**src/rtl/qkd_collapse_arbiter.sv**
```systemverilog
// qkd_collapse_arbiter: round-robin arbiter and sequencer for a bank of
// read-once collapse registers. Provisions every slot, serialises reads
// (one read strobe per grant), tracks consumed slots and answers the
// winning requester with a value and a status code.
// Optional feature: define QKD_ARB_LOCKOUT_EN to lock out requesters after
// MAX_FAIL basis failures.
module qkd_collapse_arbiter #(
  parameter int NUM_REQ   = 4,
  parameter int NUM_SLOTS = 8,
  parameter int SLOT_W    = 4,
  parameter int MAX_FAIL  = 3
) (
  input  logic                        clk,
  input  logic                        reset_n,
  input  logic                        prov_start,
  output logic                        prov_busy,
  input  logic [NUM_REQ-1:0]          req_valid,
  input  logic [NUM_REQ*SLOT_W-1:0]   req_slot,
  input  logic [NUM_REQ*2-1:0]        req_basis,
  output logic [NUM_REQ-1:0]          req_ready,
  output logic [NUM_REQ-1:0]          rsp_valid,
  output logic [7:0]                  rsp_data,
  output logic [1:0]                  rsp_status,
  output logic [NUM_SLOTS-1:0]        reg_init,
  output logic [NUM_SLOTS-1:0]        reg_read,
  output logic [1:0]                  reg_basis,
  input  logic [NUM_SLOTS*8-1:0]      reg_value,
  input  logic [NUM_SLOTS-1:0]        reg_oe,
  output logic [NUM_SLOTS-1:0]        slot_used
);

  localparam int REQ_W = (NUM_REQ > 1) ? $clog2(NUM_REQ) : 1;
  localparam int CNT_W = (NUM_SLOTS > 1) ? $clog2(NUM_SLOTS) : 1;

  localparam logic [1:0] STS_OK     = 2'b00;
  localparam logic [1:0] STS_FAIL   = 2'b01;
  localparam logic [1:0] STS_USED   = 2'b10;
  localparam logic [1:0] STS_LOCKED = 2'b11;

  typedef enum logic [2:0] {
    ST_IDLE = 3'd0,
    ST_PROV = 3'd1,
    ST_ARB  = 3'd2,
    ST_READ = 3'd3,
    ST_RESP = 3'd4
  } state_t;

  state_t                 state_r, state_nx_s;
  logic [REQ_W-1:0]       rr_ptr_r, winner_r, winner_s;
  logic [CNT_W-1:0]       prov_cnt_r;
  logic [NUM_SLOTS-1:0]   slot_used_r, reg_init_r, reg_read_r;
  logic [1:0]             reg_basis_r, rsp_status_r, win_basis_s;
  logic [NUM_REQ-1:0]     rsp_valid_r, req_ready_s;
  logic [7:0]             rsp_data_r, rd_value_s;
  logic [SLOT_W-1:0]      win_slot_s;
  logic                   any_req_s, slot_bad_s, locked_s, rd_oe_s;

  // First requester with valid at or after ptr, wrapping around.
  function automatic logic [REQ_W-1:0] pick_winner(input logic [NUM_REQ-1:0] valid,
                                                   input logic [REQ_W-1:0]   ptr);
    logic [REQ_W-1:0] w;
    logic             found;
    logic             hit;
    int               idx;
    w     = {REQ_W{1'b0}};
    found = 1'b0;
    for (int i = 0; i < NUM_REQ; i++) begin
      idx   = (int'(ptr) + i) % NUM_REQ;
      hit   = !found && valid[idx];
      w     = hit ? REQ_W'(idx) : w;
      found = found | hit;
    end
    return w;
  endfunction

  // A slot index outside the bank counts as unavailable.
  function automatic logic slot_unavailable(input logic [SLOT_W-1:0]    s,
                                            input logic [NUM_SLOTS-1:0] used);
    logic r;
    r = 1'b1;
    for (int i = 0; i < NUM_SLOTS; i++) begin
      r = (int'(s) == i) ? used[i] : r;
    end
    return r;
  endfunction

  function automatic logic [NUM_SLOTS-1:0] slot_onehot(input logic [SLOT_W-1:0] s);
    logic [NUM_SLOTS-1:0] v;
    for (int i = 0; i < NUM_SLOTS; i++) begin
      v[i] = (int'(s) == i);
    end
    return v;
  endfunction

  function automatic logic [NUM_REQ-1:0] req_onehot(input logic [REQ_W-1:0] w);
    logic [NUM_REQ-1:0] v;
    for (int i = 0; i < NUM_REQ; i++) begin
      v[i] = (int'(w) == i);
    end
    return v;
  endfunction

  assign any_req_s   = |req_valid;
  assign winner_s    = pick_winner(req_valid, rr_ptr_r);
  assign win_slot_s  = req_slot[int'(winner_s)*SLOT_W +: SLOT_W];
  assign win_basis_s = req_basis[int'(winner_s)*2 +: 2];
  assign slot_bad_s  = slot_unavailable(win_slot_s, slot_used_r);

  // Select the value/oe of the slot being read; reg_read_r is one-hot in READ.
  always_comb begin
    rd_value_s = 8'h00;
    for (int i = 0; i < NUM_SLOTS; i++) begin
      rd_value_s = rd_value_s | (reg_value[i*8 +: 8] & {8{reg_read_r[i]}});
    end
    rd_oe_s = |(reg_oe & reg_read_r);
  end

`ifdef QKD_ARB_LOCKOUT_EN
  logic [1:0] fail_cnt_r [NUM_REQ];

  // Per-requester basis-failure counters, saturating at MAX_FAIL; only reset_n clears them.
  always_ff @(posedge clk or negedge reset_n) begin
    if (!reset_n) begin
      for (int i = 0; i < NUM_REQ; i++) fail_cnt_r[i] <= 2'd0;
    end else if (state_r == ST_READ && !rd_oe_s && fail_cnt_r[winner_r] != 2'(MAX_FAIL)) begin
      fail_cnt_r[winner_r] <= fail_cnt_r[winner_r] + 2'd1;
    end
  end

  assign locked_s = (fail_cnt_r[winner_s] == 2'(MAX_FAIL));
`else
  assign locked_s = 1'b0;
`endif

  // FSM state register.
  always_ff @(posedge clk or negedge reset_n) begin
    if (!reset_n) state_r <= ST_IDLE;
    else          state_r <= state_nx_s;
  end

  // Next-state logic and the grant pulse (grant must reflect the live request).
  always_comb begin
    state_nx_s  = state_r;
    req_ready_s = {NUM_REQ{1'b0}};
    case (state_r)
      ST_IDLE: begin
        if (prov_start)     state_nx_s = ST_PROV;
        else if (any_req_s) state_nx_s = ST_ARB;
        else                state_nx_s = ST_IDLE;
      end
      ST_PROV: begin
        if (prov_cnt_r == CNT_W'(NUM_SLOTS-1)) state_nx_s = ST_IDLE;
        else                                   state_nx_s = ST_PROV;
      end
      ST_ARB: begin
        if (!any_req_s) begin
          state_nx_s = ST_IDLE;
        end else begin
          req_ready_s[winner_s] = 1'b1;
          if (locked_s || slot_bad_s) state_nx_s = ST_RESP;
          else                        state_nx_s = ST_READ;
        end
      end
      ST_READ: state_nx_s = ST_RESP;
      ST_RESP: state_nx_s = ST_IDLE;
      default: state_nx_s = ST_IDLE;
    endcase
  end

  // Datapath: provisioning walk, read strobe, response capture, slot map, rr pointer.
  always_ff @(posedge clk or negedge reset_n) begin
    if (!reset_n) begin
      rr_ptr_r     <= {REQ_W{1'b0}};
      winner_r     <= {REQ_W{1'b0}};
      prov_cnt_r   <= {CNT_W{1'b0}};
      slot_used_r  <= {NUM_SLOTS{1'b1}};
      reg_init_r   <= {NUM_SLOTS{1'b0}};
      reg_read_r   <= {NUM_SLOTS{1'b0}};
      reg_basis_r  <= 2'b00;
      rsp_valid_r  <= {NUM_REQ{1'b0}};
      rsp_data_r   <= 8'h00;
      rsp_status_r <= 2'b00;
    end else begin
      reg_init_r   <= {NUM_SLOTS{1'b0}};
      reg_read_r   <= {NUM_SLOTS{1'b0}};
      reg_basis_r  <= 2'b00;
      rsp_valid_r  <= {NUM_REQ{1'b0}};
      rsp_data_r   <= 8'h00;
      rsp_status_r <= 2'b00;
      case (state_r)
        ST_IDLE: begin
          if (prov_start) begin
            prov_cnt_r <= {CNT_W{1'b0}};
            reg_init_r <= {{(NUM_SLOTS-1){1'b0}}, 1'b1};
          end
        end
        ST_PROV: begin
          // reg_init_r is the one-hot of the slot being initialised this cycle.
          slot_used_r <= slot_used_r & ~reg_init_r;
          if (prov_cnt_r != CNT_W'(NUM_SLOTS-1)) begin
            prov_cnt_r <= prov_cnt_r + CNT_W'(1);
            reg_init_r <= {reg_init_r[NUM_SLOTS-2:0], 1'b0};
          end else begin
            prov_cnt_r <= {CNT_W{1'b0}};
          end
        end
        ST_ARB: begin
          if (any_req_s) begin
            winner_r <= winner_s;
            if (locked_s) begin
              rsp_valid_r  <= req_onehot(winner_s);
              rsp_status_r <= STS_LOCKED;
            end else if (slot_bad_s) begin
              rsp_valid_r  <= req_onehot(winner_s);
              rsp_status_r <= STS_USED;
            end else begin
              reg_read_r  <= slot_onehot(win_slot_s);
              reg_basis_r <= win_basis_s;
            end
          end
        end
        ST_READ: begin
          // The read collapses the slot whatever the basis outcome.
          slot_used_r <= slot_used_r | reg_read_r;
          rsp_valid_r <= req_onehot(winner_r);
          if (rd_oe_s) begin
            rsp_data_r   <= rd_value_s;
            rsp_status_r <= STS_OK;
          end else begin
            rsp_data_r   <= 8'h00;
            rsp_status_r <= STS_FAIL;
          end
        end
        ST_RESP: begin
          rr_ptr_r <= (int'(winner_r) == NUM_REQ-1) ? {REQ_W{1'b0}} : winner_r + REQ_W'(1);
        end
        default: begin
          rr_ptr_r <= rr_ptr_r;
        end
      endcase
    end
  end

  assign prov_busy  = (state_r == ST_PROV);
  assign req_ready  = req_ready_s;
  assign rsp_valid  = rsp_valid_r;
  assign rsp_data   = rsp_data_r;
  assign rsp_status = rsp_status_r;
  assign reg_init   = reg_init_r;
  assign reg_read   = reg_read_r;
  assign reg_basis  = reg_basis_r;
  assign slot_used  = slot_used_r;

endmodule

```
**config.mk**
```make
export PLATFORM = sky130hd
export DESIGN_NAME = qkd_collapse_arbiter
export DESIGN_NICKNAME = d
export VERILOG_FILES = /design/src/rtl/qkd_collapse_arbiter.sv
export SDC_FILE = /design/constraint.sdc
export NUM_CORES = 1
export LEC_CHECK = 0
export ABC_CLOCK_PERIOD_IN_PS = 2800
export BUFFER_PORTS_ARGS = -buffer_cell sky130_fd_sc_hd__buf_4
export CORE_MARGIN = 4
export CORE_UTILIZATION = 41
export CTS_CLUSTER_SIZE = 12
export DETAILED_ROUTE_END_ITERATION = 16
export GPL_TIMING_DRIVEN = 0
export PLACE_DENSITY_LB_ADDON = 0.12
export SETUP_SLACK_MARGIN = 0.5
export SLEW_MARGIN = 20
export SYNTH_ARGS = -nofsm -noshare
export SYNTH_HDL_FRONTEND = slang
export SYNTH_SLANG_ARGS = --single-unit
export TNS_END_PERCENT = 1
```
**constraint.sdc**
```tcl
create_clock -name clk -period 2.8 [get_ports clk]
set_input_delay 0.42 -clock clk [delete_from_list [all_inputs] [get_ports clk]]
set_output_delay 0.42 -clock clk [all_outputs]
set_load 0.01 [all_outputs]
```
-- Word-level counts from Yosys, hierarchy flattened
Index checks and enable logic that the tools add are counted.
- bits in registers: 50
- latch bits: 0
- RAM bits: 0
- memory bits (read-only): 0
- bits of input ports: 103
- word-level logic and storage cells: 144
- memories kept: 0
- add/subtract/negate cells: 5
- multipliers: 0
- div/mod/pow operators: 0
- order comparisons: 6
- eq/ne operators: 20
- shift operators: 2
- multiplexer cells: 56
- bitwise logic cells: 24
- reductions and logical operators: 20
- operators with widths (cell ; count):
    8-bit bitwise AND ; 10
    8-bit OR ; 8
    8-bit two-way mux ; 6
    8-bit case mux with 2 select lines ; 2
    2-bit two-way mux ; 11
    1-bit two-way mux ; 19
    4-bit equality test, second input constant ; 4
    4-bit two-way mux ; 4
    16-bit by 5-bit variable part select with 4-bit output ; 1
    3-bit two-way mux ; 5
    3-bit by 4-bit less-than comparator with 1-bit output, second input constant ; 3
    3-bit case mux with 4 select lines ; 1
    1-bit binary-select mux with 2-bit select ; 4
    2-bit equality test, second input constant ; 4
    4-bit by 3-bit equality test with 1-bit output, second input constant ; 2
    8-bit inverter ; 1
    4-bit case mux with 2 select lines ; 1
    8-bit OR reduction ; 1
    8-bit by 4-bit variable part select with 2-bit output ; 1
    3-bit by 2-bit equality test with 1-bit output, second input constant ; 2
    3-bit equality test, second input constant ; 2
    2-bit by 3-bit less-than comparator with 1-bit output, second input constant ; 2
    3-bit case mux with 2 select lines ; 1
    2-bit OR reduction ; 3
    21 further kinds ; 35

-- Depth between registers and ports, before layout
Gate-level depths: netlist of the first run.
- depth after elaboration: 27
- gate-level depth with buffers: 11
- gate-level depth less buffers: 8

-- Worst setup path before layout of the first run
Ideal clock, no wire load.
- kind: flip-flop to flip-flop
- from: reg rr_ptr_r[1]
- to: reg state_r[1]
- setup time: 0.126 ns
- arrival: 2.483 ns
- required time: 2.674 ns
- path slack: 0.191 ns
- stages on the path, launching flop included: 11
- clock period less this slack: 2.609 ns
- path through: dfrtp_1 and2_4 and2_4 or3_1 buf_6 buf_12 mux2i_4 mux2_2 a211oi_2 nor3_4 o311a_1
- longest elaborated chain between the ends: 25
- RTL lines (what ; RTL line ; RTL):
    start, declared ; 49 ; logic [REQ_W-1:0] rr_ptr_r, winner_r, winner_s;
    start signal, assigned ; 173 ; rr_ptr_r <= {REQ_W{1'b0}};
    start signal, assigned ; 235 ; rr_ptr_r <= (int'(winner_r) == NUM_REQ-1) ? {REQ_W{1'b0}} : winner_r + REQ_W'(1);
    start signal, assigned ; 238 ; rr_ptr_r <= rr_ptr_r;
    2-bit by 1-bit adder with 2-bit output ; 68 ; idx = (int'(ptr) + i) % NUM_REQ;
    1-bit binary-select mux with 2-bit select ; 69 ; hit = !found && valid[idx];
    1-bit two-way mux (not written as such) (2 in a row) ; 69 ;
    1-bit logical AND ; 69 ;
    1-bit OR ; 71 ; found = found | hit;
    1-bit logical NOT ; 69 ;
    1-bit logical AND ; 69 ;
    1-bit OR ; 71 ;
    (+3 left out) ; n/a ;
    16-bit by 5-bit variable part select with 4-bit output (*) ; 105 ; assign win_slot_s = req_slot[int'(winner_s)*SLOT_W +: SLOT_W];
    4-bit logical NOT ; 82 ; r = (int'(s) == i) ? used[i] : r;
    1-bit two-way mux (7 in a row) ; 82 ;
    1-bit two-way mux (*) ; 82 ;
    3-bit two-way mux (*) ; 160 ; if (locked_s || slot_bad_s) state_nx_s = ST_RESP;
    3-bit two-way mux (*) ; 156 ; if (!any_req_s) begin
    3-bit case mux with 4 select lines (*) ; 145 ; case (state_r)
    via state_nx_s[1] ; 48 ; state_t state_r, state_nx_s;
    end signal, assigned ; 138 ; else state_r <= state_nx_s;
    end, declared ; 48 ;
Mark *: on every way through the listed nets, which the timed path passes. The rest lies on a longest branch. The select of a mux whose other input is x is not followed.
A chain may end at the register's enable or synchronous reset.

-- Final worst setup path of the first run
- from: reg rr_ptr_r[1]
- to: reg state_r[0]
Same word-level chain as after synthesis.

==> results of run 1 <==
[worst max-delay path: cells and delay by family, from the launching register on]
kind | cells | cell delay (ps)
DFF | 1 | 420
buffers and inverters | 3 | 440
AOI/OAI and AO/OA | 2 | 490
muxes | 2 | 500
and+or+nand+nor | 4 | 740
[state kept, by name (all words and copies together) (netlist names)]
| signal | count |
|---|---|
| winner_r | 2 |
| slot_used | 8 |
| rr_ptr_r | 2 |
| rsp_valid | 4 |
| rsp_data | 8 |
| reg_init | 8 |
| rsp_status | 2 |
| reg_read | 8 |
| reg_basis | 2 |
| prov_cnt_r | 3 |
| state_r | 3 |
[layout by cell type (no fill, tap or decap), drive strengths merged, types with 2 or more instances in the layout]
master  Yosys  routed
clkbuf      9      14
nor2b       8       8
nand3       7       7
dfstp       8       8
a21oi       9       9
and3       13      13
dfrtp      42      42
mux2        6       6
and2        5       5
o21ai       6       6
nor2       10      10
o31ai       3       3
nor3b       2       2
and4        2       2
a22oi      20      20
nor4        4       4
a22o       13      13
o41ai       2       2
ha          6       6
nand2      28      28
a31oi      10      10
a221oi      8       8
mux2i      11      11
buf         5     163
nand2b      4       4
nor3        5       6
inv        10      11
o211a       3       3
a21o        3       3
[cells in the mapped netlist (all sizes together), types with 4 or more instances]
cell type,number,area [µm²]
and3,13,86.3
a21oi,9,52.6
a22o,13,114
nor3,5,41.3
nor2,10,45.0
a31oi,10,62.6
mux2,6,67.6
inv,10,37.5
nor4,4,31.3
o21ai,6,30.0
and2,5,36.3
dfstp,8,210
dfrtp,42,1050
nand3,7,40.0
a221oi,8,70.1
ha,6,75.1
nand2,28,108
nand2b,4,25.0
mux2i,11,148
nor2b,8,50.1
clkbuf,9,33.8
a22oi,20,150
buf,5,50.1
[power groups by stage]
stage	registers [mW]	logic, mW	clock network, mW
6_report	0.967	1.51	0.522
5_1_grt	0.986	1.64	0.570
4_1_cts	0.965	1.45	0.530
3_5_place_dp	0.980	1.33	0
3_3_place_gp	0.974	1.30	0
2_1_floorplan	0.983	0.849	0
[metrics by stage]
| step | util (%) | cell area, µm² |
|---|---|---|
| CTS | 63.7 | 4330 |
| finish | 64.4 | 4380 |
| floorplan | - | 2880 |
| detailed placement | 60.6 | 4110 |
| global placement | 60.4 | 4100 |
| global route | 64.4 | 4380 |
[logic make-up (layout without fill, tap and decap cells)]
group	count (synthesis)	after routing	synth area share (%)
and+or+nand+nor	92	93	18.4
AOI/OAI and AO/OA	85	85	23.3
DFF	50	50	43.9
buffers and inverters	24	190	4.23
muxes	17	17	7.49
adders and majority gates	6	6	2.61
[routing by layer]
layer	up-vias	track usage (%)	wire length, µm
li1	1373	-	-
met1	1423	29.7	4090
met2	85	39.0	4950
met3	12	4.84	538
met4	0	4.52	101
met5	-	0	0
[path summary, 6_finish.rpt]
| path | to | depth (start not counted) | startpoint | slack (ps) |
|---|---|---|---|---|
| worst max register to register | state_r[0]$_DFF_PN0_ | 11 | rr_ptr_r[1]$_DFFE_PN0N_ | 120 |
| worst min-delay path | reg_read[4]$_DFF_PN0_ | 1 | reset_n | 120 |
| max in group asynchronous | rr_ptr_r[1]$_DFFE_PN0N_ | 1 | reset_n | 2260 |
| worst max-delay path | state_r[0]$_DFF_PN0_ | 11 | rr_ptr_r[1]$_DFFE_PN0N_ | 120 |
| worst min register to register | prov_cnt_r[1]$_DFFE_PN0P_ | 1 | prov_cnt_r[1]$_DFFE_PN0P_ | 530 |
| min in group clk | state_r[1]$_DFF_PN0_ | 3 | prov_start | 390 |
[timing repair]
| action | CTS | global route |
|---|---|---|
| hold endpoints to repair | 0 | 0 |
| gates resized for setup | 5 | 7 |
| hold buffers | 0 | 0 |
| endpoints found under the setup margin | 23 | 23 |
| pin swaps | 6 | 3 |
| gates cloned | 1 | 0 |
| buffers inserted | 8 | 2 |
[final cells by class]
type | count | area share, %
Buffer | 14 | 1.92
Inverter | 10 | 0.858
Multi-Input combinational cell | 201 | 36.0
Tap cell | 96 | 2.75
Sequential cell | 50 | 28.8
Clock inverter | 3 | 1.00
Timing Repair Buffer | 158 | 27.1
Clock buffer | 5 | 1.57
==> results_dict.tcl, run 1 <==
set metrics [dict create \
    status "complete, no violations" \
    crit_top_cell "and2_4" \
    drc 0 \
    total_power_mw 3.00 \
    power_frac_comb_pct 50.4 \
    drt-total-wl_mm 9.68 \
    critPathLaunchType "register" \
    synth_cell_types 55 \
    slew_violations 0 \
    ys.flop_type "dfrtp_1" \
    wl_per_cell_um 18.0 \
    seqPwrFrac_pct 32.2 \
    pre_cts_ws_ps -106 \
    die_x_um 91.7 \
    die_y_um 91.7 \
    rsz0062_at_grt "yes" \
    p_leak_nw 2.16 \
    n_antenna_cell 0 \
    drive_gt1_share_pct 48.5 \
    ioPinCount 148 \
    cp-end-kind "register" \
    setup_viol_count_final 0 \
    dp_hpwl_mm 7.23 \
    crit_type "register to register" \
    synthCells 274 \
    required_ps 3010 \
    regArea_mm2 0.00126 \
    firstDrtPassIters 4 \
    ant_nets 0 \
    syn_avg_cell_area_um2 10.5 \
    grt_pass1_vias 3075 \
    grt_pass1_wl_mm 15.3 \
    async_flop_share_pct 100 \
    final.setup_skew_ps 10.5 \
    power.density_mw_per_mm2 686 \
    dp_cells 518 \
    p_int_mw 1.85 \
    cts_max_level 2 \
    synth-seq-cells 50 \
    nFillCells 573 \
    layout.nets 549 \
    cts_tree "yes" \
    min_period_ps 2680 \
    max-cap-violations 0 \
    crit_path_max_fanout 6 \
    antenna_found_initial 0 \
    cts_buffer_depth 2 \
    cts-root-buf "clkbuf_8" \
    clock_latency_ps 310 \
    drt_iter0_drc 138 \
    crit_chain "and2_4, and2_4, or3_4, buf_6, buf_12, mux2i_4, mux2_4, a211oi_4, buf_4, nor4_4, a211o_1" \
    fmax_ghz 0.374 \
    multiInputGateArea_mm2 0.00158 \
    core_area_mm2 0.00679 \
    cts_buffers 5 \
    slowest_stage "dfrtp_1" \
    grt_max_degree 51 \
    netlist_area_mm2 0.00287 \
    grt_use_total_pct 22.7 \
    cts_sinks 50 \
    ys_warn_count 0 \
    hold_slack_ps 116 \
    worst_ep_arrival_time_ps 2880 \
    start_util_pct 42.3 \
    p_sw_mw 1.15 \
    worst_pin_slew_ps 627 \
    io_buffers 147 \
    syn2layout_area_growth_pct 52.4 \
    vias 2893 \
    clkPwrFrac_pct 17.4 \
    period_share_pct 95.5 \
    place_congestion 0.842 \
    grt-ovfl-total 0 \
    synth_seq_area_share_pct 43.9 \
    die-area_mm2 0.00841 \
    tns_ps 0 \
    vdd_drop_max_mv 0.629 \
    rows 30 \
    hold_class "input pin to async pin" \
    relSlewSlack_pct 58.2 \
    setup_ws_ps 125 \
    finalHoldViolCount 0 \
    synth_edf_count 0 \
    cp_slowest_stage_delay_ps 420 \
    synth_nets 383 \
    switching_share_pct 38.3 \
    clkTransAtPathRegs_ps 100 \
    via_per_inst 5.39 \
    fin_cells 537 \
]
No activity file was read; power rests on OpenSTA's default activity.
==> run 2, diff against run 1 <==
- SETUP_SLACK_MARGIN: 0.5 -> default
==> run 2 against run 1 <==
- core utilization is 1.5 points lower
- power down 5.5%
- die area unchanged
- sequential share of layout area up 0.67 points
- non-clock buffer count decreased by 7
- final cell count decreased by 1.5%
- register-to-register slack worse by 90 ps
- critical path type unchanged
- largest cell class unchanged
==> results_dict.tcl, run 2 (synthesis gave the netlist of run 1 again) <==
set metrics [dict create \
    status "complete, no violations" \
    critPathLaunchType "register" \
    crit_path_max_fanout 10 \
    via_per_inst 5.36 \
    ioPinCount 148 \
    relSlewSlack_pct 55.1 \
    core_area_mm2 0.00679 \
    clkPwrFrac_pct 16.0 \
    die-area_mm2 0.00841 \
    regArea_mm2 0.00126 \
    finalHoldViolCount 0 \
    r2r_cells 10 \
    clkTransAtPathRegs_ps 100 \
    power_frac_comb_pct 49.8 \
    p_int_mw 1.71 \
    multiInputGateArea_mm2 0.00155 \
    ant_nets 0 \
    rsz0062_at_grt "yes" \
    antenna_found_initial 0 \
    mostFrequentLayoutCell "buf_4" \
    p_sw_mw 1.13 \
    power.density_mw_per_mm2 663 \
    setup_viol_count_final 0 \
    r2r-end "state_r[0]$_DFF_PN0_" \
    switching_share_pct 39.7 \
    die_y_um 91.7 \
    drive_gt1_share_pct 46.4 \
    fmax_ghz 0.362 \
    min_period_ps 2760 \
    nFillCells 570 \
    place_congestion 0.880 \
    grt_pass1_wl_mm 15.4 \
    cts_buffer_depth 2 \
    cts-root-buf "clkbuf_8" \
    die_x_um 91.7 \
    clock_latency_ps 310 \
    cts_max_level 2 \
    rrSetupSlack_ps 40 \
    drt-total-wl_mm 9.73 \
    period_share_pct 98.6 \
    seqPwrFrac_pct 34.1 \
    hold_class "input pin to async pin" \
    io_buffers 147 \
    max-cap-violations 0 \
    slew_violations 0 \
    dp_hpwl_mm 7.48 \
    required_ps 3010 \
    syn2layout_area_growth_pct 48.9 \
    tns_ps 0 \
    grt-ovfl-total 0 \
    worst_pin_slew_ps 668 \
    vias 2835 \
    p_leak_nw 2.11 \
    cts_buffers 5 \
    layout.nets 541 \
    cp-startpoint "rr_ptr_r[1]$_DFFE_PN0N_" \
    cts_tree "yes" \
    cp-end-kind "register" \
    cts_sinks 50 \
    grt_max_degree 51 \
    drc 0 \
    hold_buffers 0 \
    grt_pass1_vias 2885 \
    n_antenna_cell 0 \
    rows 30 \
    worst_ep_arrival_time_ps 2970 \
    firstDrtPassIters 4 \
    start_util_pct 42.3 \
    crit_type "register to register" \
    mostFrequentLayoutCells "152 x buf_4, 42 x dfrtp_1, 27 x nand2_1" \
    vdd_drop_max_mv 0.431 \
    final.setup_skew_ps 16.8 \
    grt_use_total_pct 23.0 \
    drt_iter0_drc 136 \
    wl_per_cell_um 18.4 \
    r2r-start "rr_ptr_r[1]$_DFFE_PN0N_" \
    hold_slack_ps 121 \
]
[run 2: cell types whose count changed in the layout (fill, tap and decap cells not counted), moves of 2 or more]
cell	previous run	this run
a21oi_1	5	7
a21oi_2	3	1
buf_4	157	152
clkinv_4	0	2
[run 2: critical path: stages (launching register included)]
cell and delay [ps]:
dfrtp_1 440, and2_4 170, and2_4 160, or3_4 430, buf_12 170, mux2i_4 190, mux2_4 310, a211oi_4 310
buf_4 190, nor4_4 50, a211o_1 240
[run 2: layout make-up]
class,count,area share (%)
well taps,96,2.81
plain buffers,13,1.70
flip-flops and latches,50,29.5
inverters,10,0.878
multi-input cells,200,36.2
clock buffers,5,1.61
clock inverters,3,0.673
repair buffers,152,26.7
[run 2: metal layers]
metal	global-route usage, %	wire, µm	vias to the layer above
met5	0	0	-
met4	4.15	112	0
met3	4.76	552	8
met2	38.8	4850	90
met1	30.7	4220	1383
li1	-	-	1354
[run 2: timing repair]
item	in CTS	in global routing
buffers inserted	0	5
gates cloned	0	0
pin swaps	0	7
endpoints found under the setup margin	8	19
resized for setup	2	6
[run 2: worst max path at each step]
| stage | end |
|---|---|
| after CTS | reg_read[0]$_DFF_PN0_ |
| after floorplan | state_r[1]$_DFF_PN0_ |
| after global routing | rsp_valid[1]$_DFF_PN0_ |
| after detailed placement | reg_read[4]$_DFF_PN0_ |
| after global placement | rsp_valid[1]$_DFF_PN0_ |
| final | state_r[0]$_DFF_PN0_ |
[run 2: per-stage QoR]
stage / cells / setup slack (ps) / total power, mW / util [%] / instance area [µm²]
2_1_floorplan: 274 / 191 / 1.82 / - / 2870
3_3_place_gp: 517 / -134 / 2.26 / 60.3 / 4100
3_5_place_dp: 517 / -128 / 2.29 / 60.4 / 4100
4_1_cts: 525 / -65.5 / 2.78 / 62.0 / 4210
5_1_grt: 529 / -47.3 / 3.02 / 62.9 / 4280
6_report: 529 / 39.0 / 2.84 / 62.9 / 4280
[run 2: power groups by stage]
stage / registers (mW) / logic [mW] / clock network [mW]
after global routing: 0.991 / 1.54 / 0.495
after floorplan: 0.983 / 0.834 / 0
after global placement: 0.972 / 1.29 / 0
after CTS: 0.964 / 1.35 / 0.468
final: 0.968 / 1.41 / 0.455
after detailed placement: 0.978 / 1.32 / 0
==> run 3, diff against run 2 <==
==> constraint.sdc (replaced) <==
create_clock -name clk -period 2.8 [get_ports clk]
set_input_delay 0 -clock clk [delete_from_list [all_inputs] [get_ports clk]]
set_output_delay 0 -clock clk [all_outputs]
set_load 0.01 [all_outputs]
==> run 3 against run 2 <==
- critical endpoint unchanged
- maximum frequency rose by 1.1%
- final cell count rose by 2.6%
- critical path depth did not move
- highest routed layer unchanged
- sequential power barely moved
- design area rose by 3.0%
- largest power group unchanged
- critical path type unchanged
- setup slack improved by 30 ps
- global-route usage rose by 0.42 points
==> results_dict.tcl, run 3 (synthesis gave the netlist of run 1 again) <==
set metrics [dict create \
    status "complete, no violations" \
    clock_latency_ps 320 \
    grt_pass1_wl_mm 15.7 \
    fin_cells 543 \
    max-cap-violations 0 \
    p_leak_nw 2.16 \
    mostFrequentLayoutCells "153 x buf_4, 42 x dfrtp_1, 27 x nand2_1" \
    cts-root-buf "clkbuf_8" \
    vias 2901 \
    cts_buffers 5 \
    dp_hpwl_mm 7.48 \
    final.setup_skew_ps 17.1 \
    layout.nets 555 \
    cp-end-kind "register" \
    n_antenna_cell 0 \
    wl_per_cell_um 18.2 \
    antenna_found_initial 0 \
    drt_iter0_drc 122 \
    cts_sinks 50 \
    rrSetupSlack_ps 70 \
    crit_path_max_fanout 10 \
    power.density_mw_per_mm2 646 \
    hold_end "rsp_data[3]$_DFF_PN0_" \
    die-area_mm2 0.00841 \
    hold_class "input pin to register" \
    drive_gt1_share_pct 45.2 \
    die_y_um 91.7 \
    fmax_ghz 0.366 \
    slew_violations 0 \
    crit_type "register to register" \
    drc 0 \
    hold_start "reg_value[51]" \
    relSlewSlack_pct 37.8 \
    grt_max_degree 51 \
    syn2layout_area_growth_pct 53.4 \
    grt-ovfl-total 0 \
    mostFrequentLayoutCell "buf_4" \
    setup_viol_count_final 0 \
    required_ps 3010 \
    cts_max_level 2 \
    die_x_um 91.7 \
    drt-total-wl_mm 9.88 \
    tns_ps 0 \
    cts_tree "yes" \
    min_period_ps 2730 \
    pre_cts_ws_ps -48.4 \
    r2r_cells 10 \
    worst_pin_slew_ps 926 \
    setup_ws_ps 68.6 \
    critPathLaunchType "register" \
    vdd_drop_max_mv 0.427 \
    start_util_pct 42.3 \
    hold_slack_ps 2.76 \
    io_buffers 147 \
    period_share_pct 97.5 \
    grt_use_total_pct 23.4 \
    ant_nets 0 \
    place_congestion 0.880 \
    core_area_mm2 0.00679 \
    grt_pass1_vias 2966 \
    firstDrtPassIters 4 \
    via_per_inst 5.34 \
    cts_buffer_depth 2 \
    rows 30 \
    finalHoldViolCount 0 \
    r2r-start "rr_ptr_r[1]$_DFFE_PN0N_" \
    clkTransAtPathRegs_ps 100 \
    ioPinCount 148 \
    hold_depth 3 \
    dp_cells 517 \
    r2r-end "state_r[0]$_DFF_PN0_" \
    worst_ep_arrival_time_ps 2940 \
]
[run 3: cell types whose count changed in the layout (fill, tap and decap cells not counted)]
cell / before / now
nor4_4: 2 / 1
dlygate4sd3_1: 0 / 13
nor4_2: 0 / 1
buf_4: 152 / 153
[run 3: routing by layer]
layer	wire [µm]	vias up	share of wire (%)	track usage [%]
met5	0	-	0	0
li1	-	1380	-	-
met1	4130	1399	42	31.2
met3	698	15	7.1	4.76
met2	4870	107	49	39.3
met4	173	0	1.8	5.15
[run 3: cell type report]
type	count	area, µm²
Fill cell	557	2390
Multi-Input combinational cell	200	1540
Timing Repair Buffer	166	1280
Sequential cell	50	1260
Tap cell	96	120
Buffer	13	72.6
Clock buffer	5	68.8
Inverter	10	37.5
Clock inverter	3	28.8
[run 3: worst max-delay path by stage]
stage | end | start | cells past startpoint | slack [ps]
floorplan | state_r[1]$_DFF_PN0_ | rr_ptr_r[1]$_DFFE_PN0N_ | 10 | 190
global placement | rsp_valid[1]$_DFF_PN0_ | rr_ptr_r[1]$_DFFE_PN0N_ | 10 | -50
detailed placement | reg_read[4]$_DFF_PN0_ | rr_ptr_r[1]$_DFFE_PN0N_ | 11 | -50
CTS | reg_read[0]$_DFF_PN0_ | rr_ptr_r[1]$_DFFE_PN0N_ | 10 | -70
global route | reg_read[0]$_DFF_PN0_ | rr_ptr_r[1]$_DFFE_PN0N_ | 9 | -50
finish | state_r[0]$_DFF_PN0_ | rr_ptr_r[1]$_DFFE_PN0N_ | 10 | 70
[run 3: through the flow]
step	util, %	instance area [µm²]	total power, mW
floorplan	-	2870	1.82
global placement	60.3	4100	2.26
detailed placement	60.4	4100	2.29
CTS	63.9	4340	2.79
global route	64.8	4410	3.04
finish	64.8	4410	2.85
[run 3: where the power goes]
part,internal (mW),switching (mW)
Clock,0.186,0.267
Sequential,0.862,0.102
Combinational,0.677,0.754
[run 3: repair_timing]
item | 4_1_cts | 5_1_grt
gates resized for setup | 2 | 5
hold endpoints to repair | 50 | 0
endpoints found under the setup margin | 8 | 17
hold buffers | 13 | 0
setup buffers | 0 | 6
pin swaps | 0 | 7
[run 3: worst max-delay path, stage by stage, from the launching register on]
cell and delay (ps):
dfrtp_1 440, and2_4 170, and2_4 160, or3_4 410
buf_12 160, mux2i_4 190, mux2_4 310, a211oi_4 300
buf_4 190, nor4_4 50, a211o_1 240
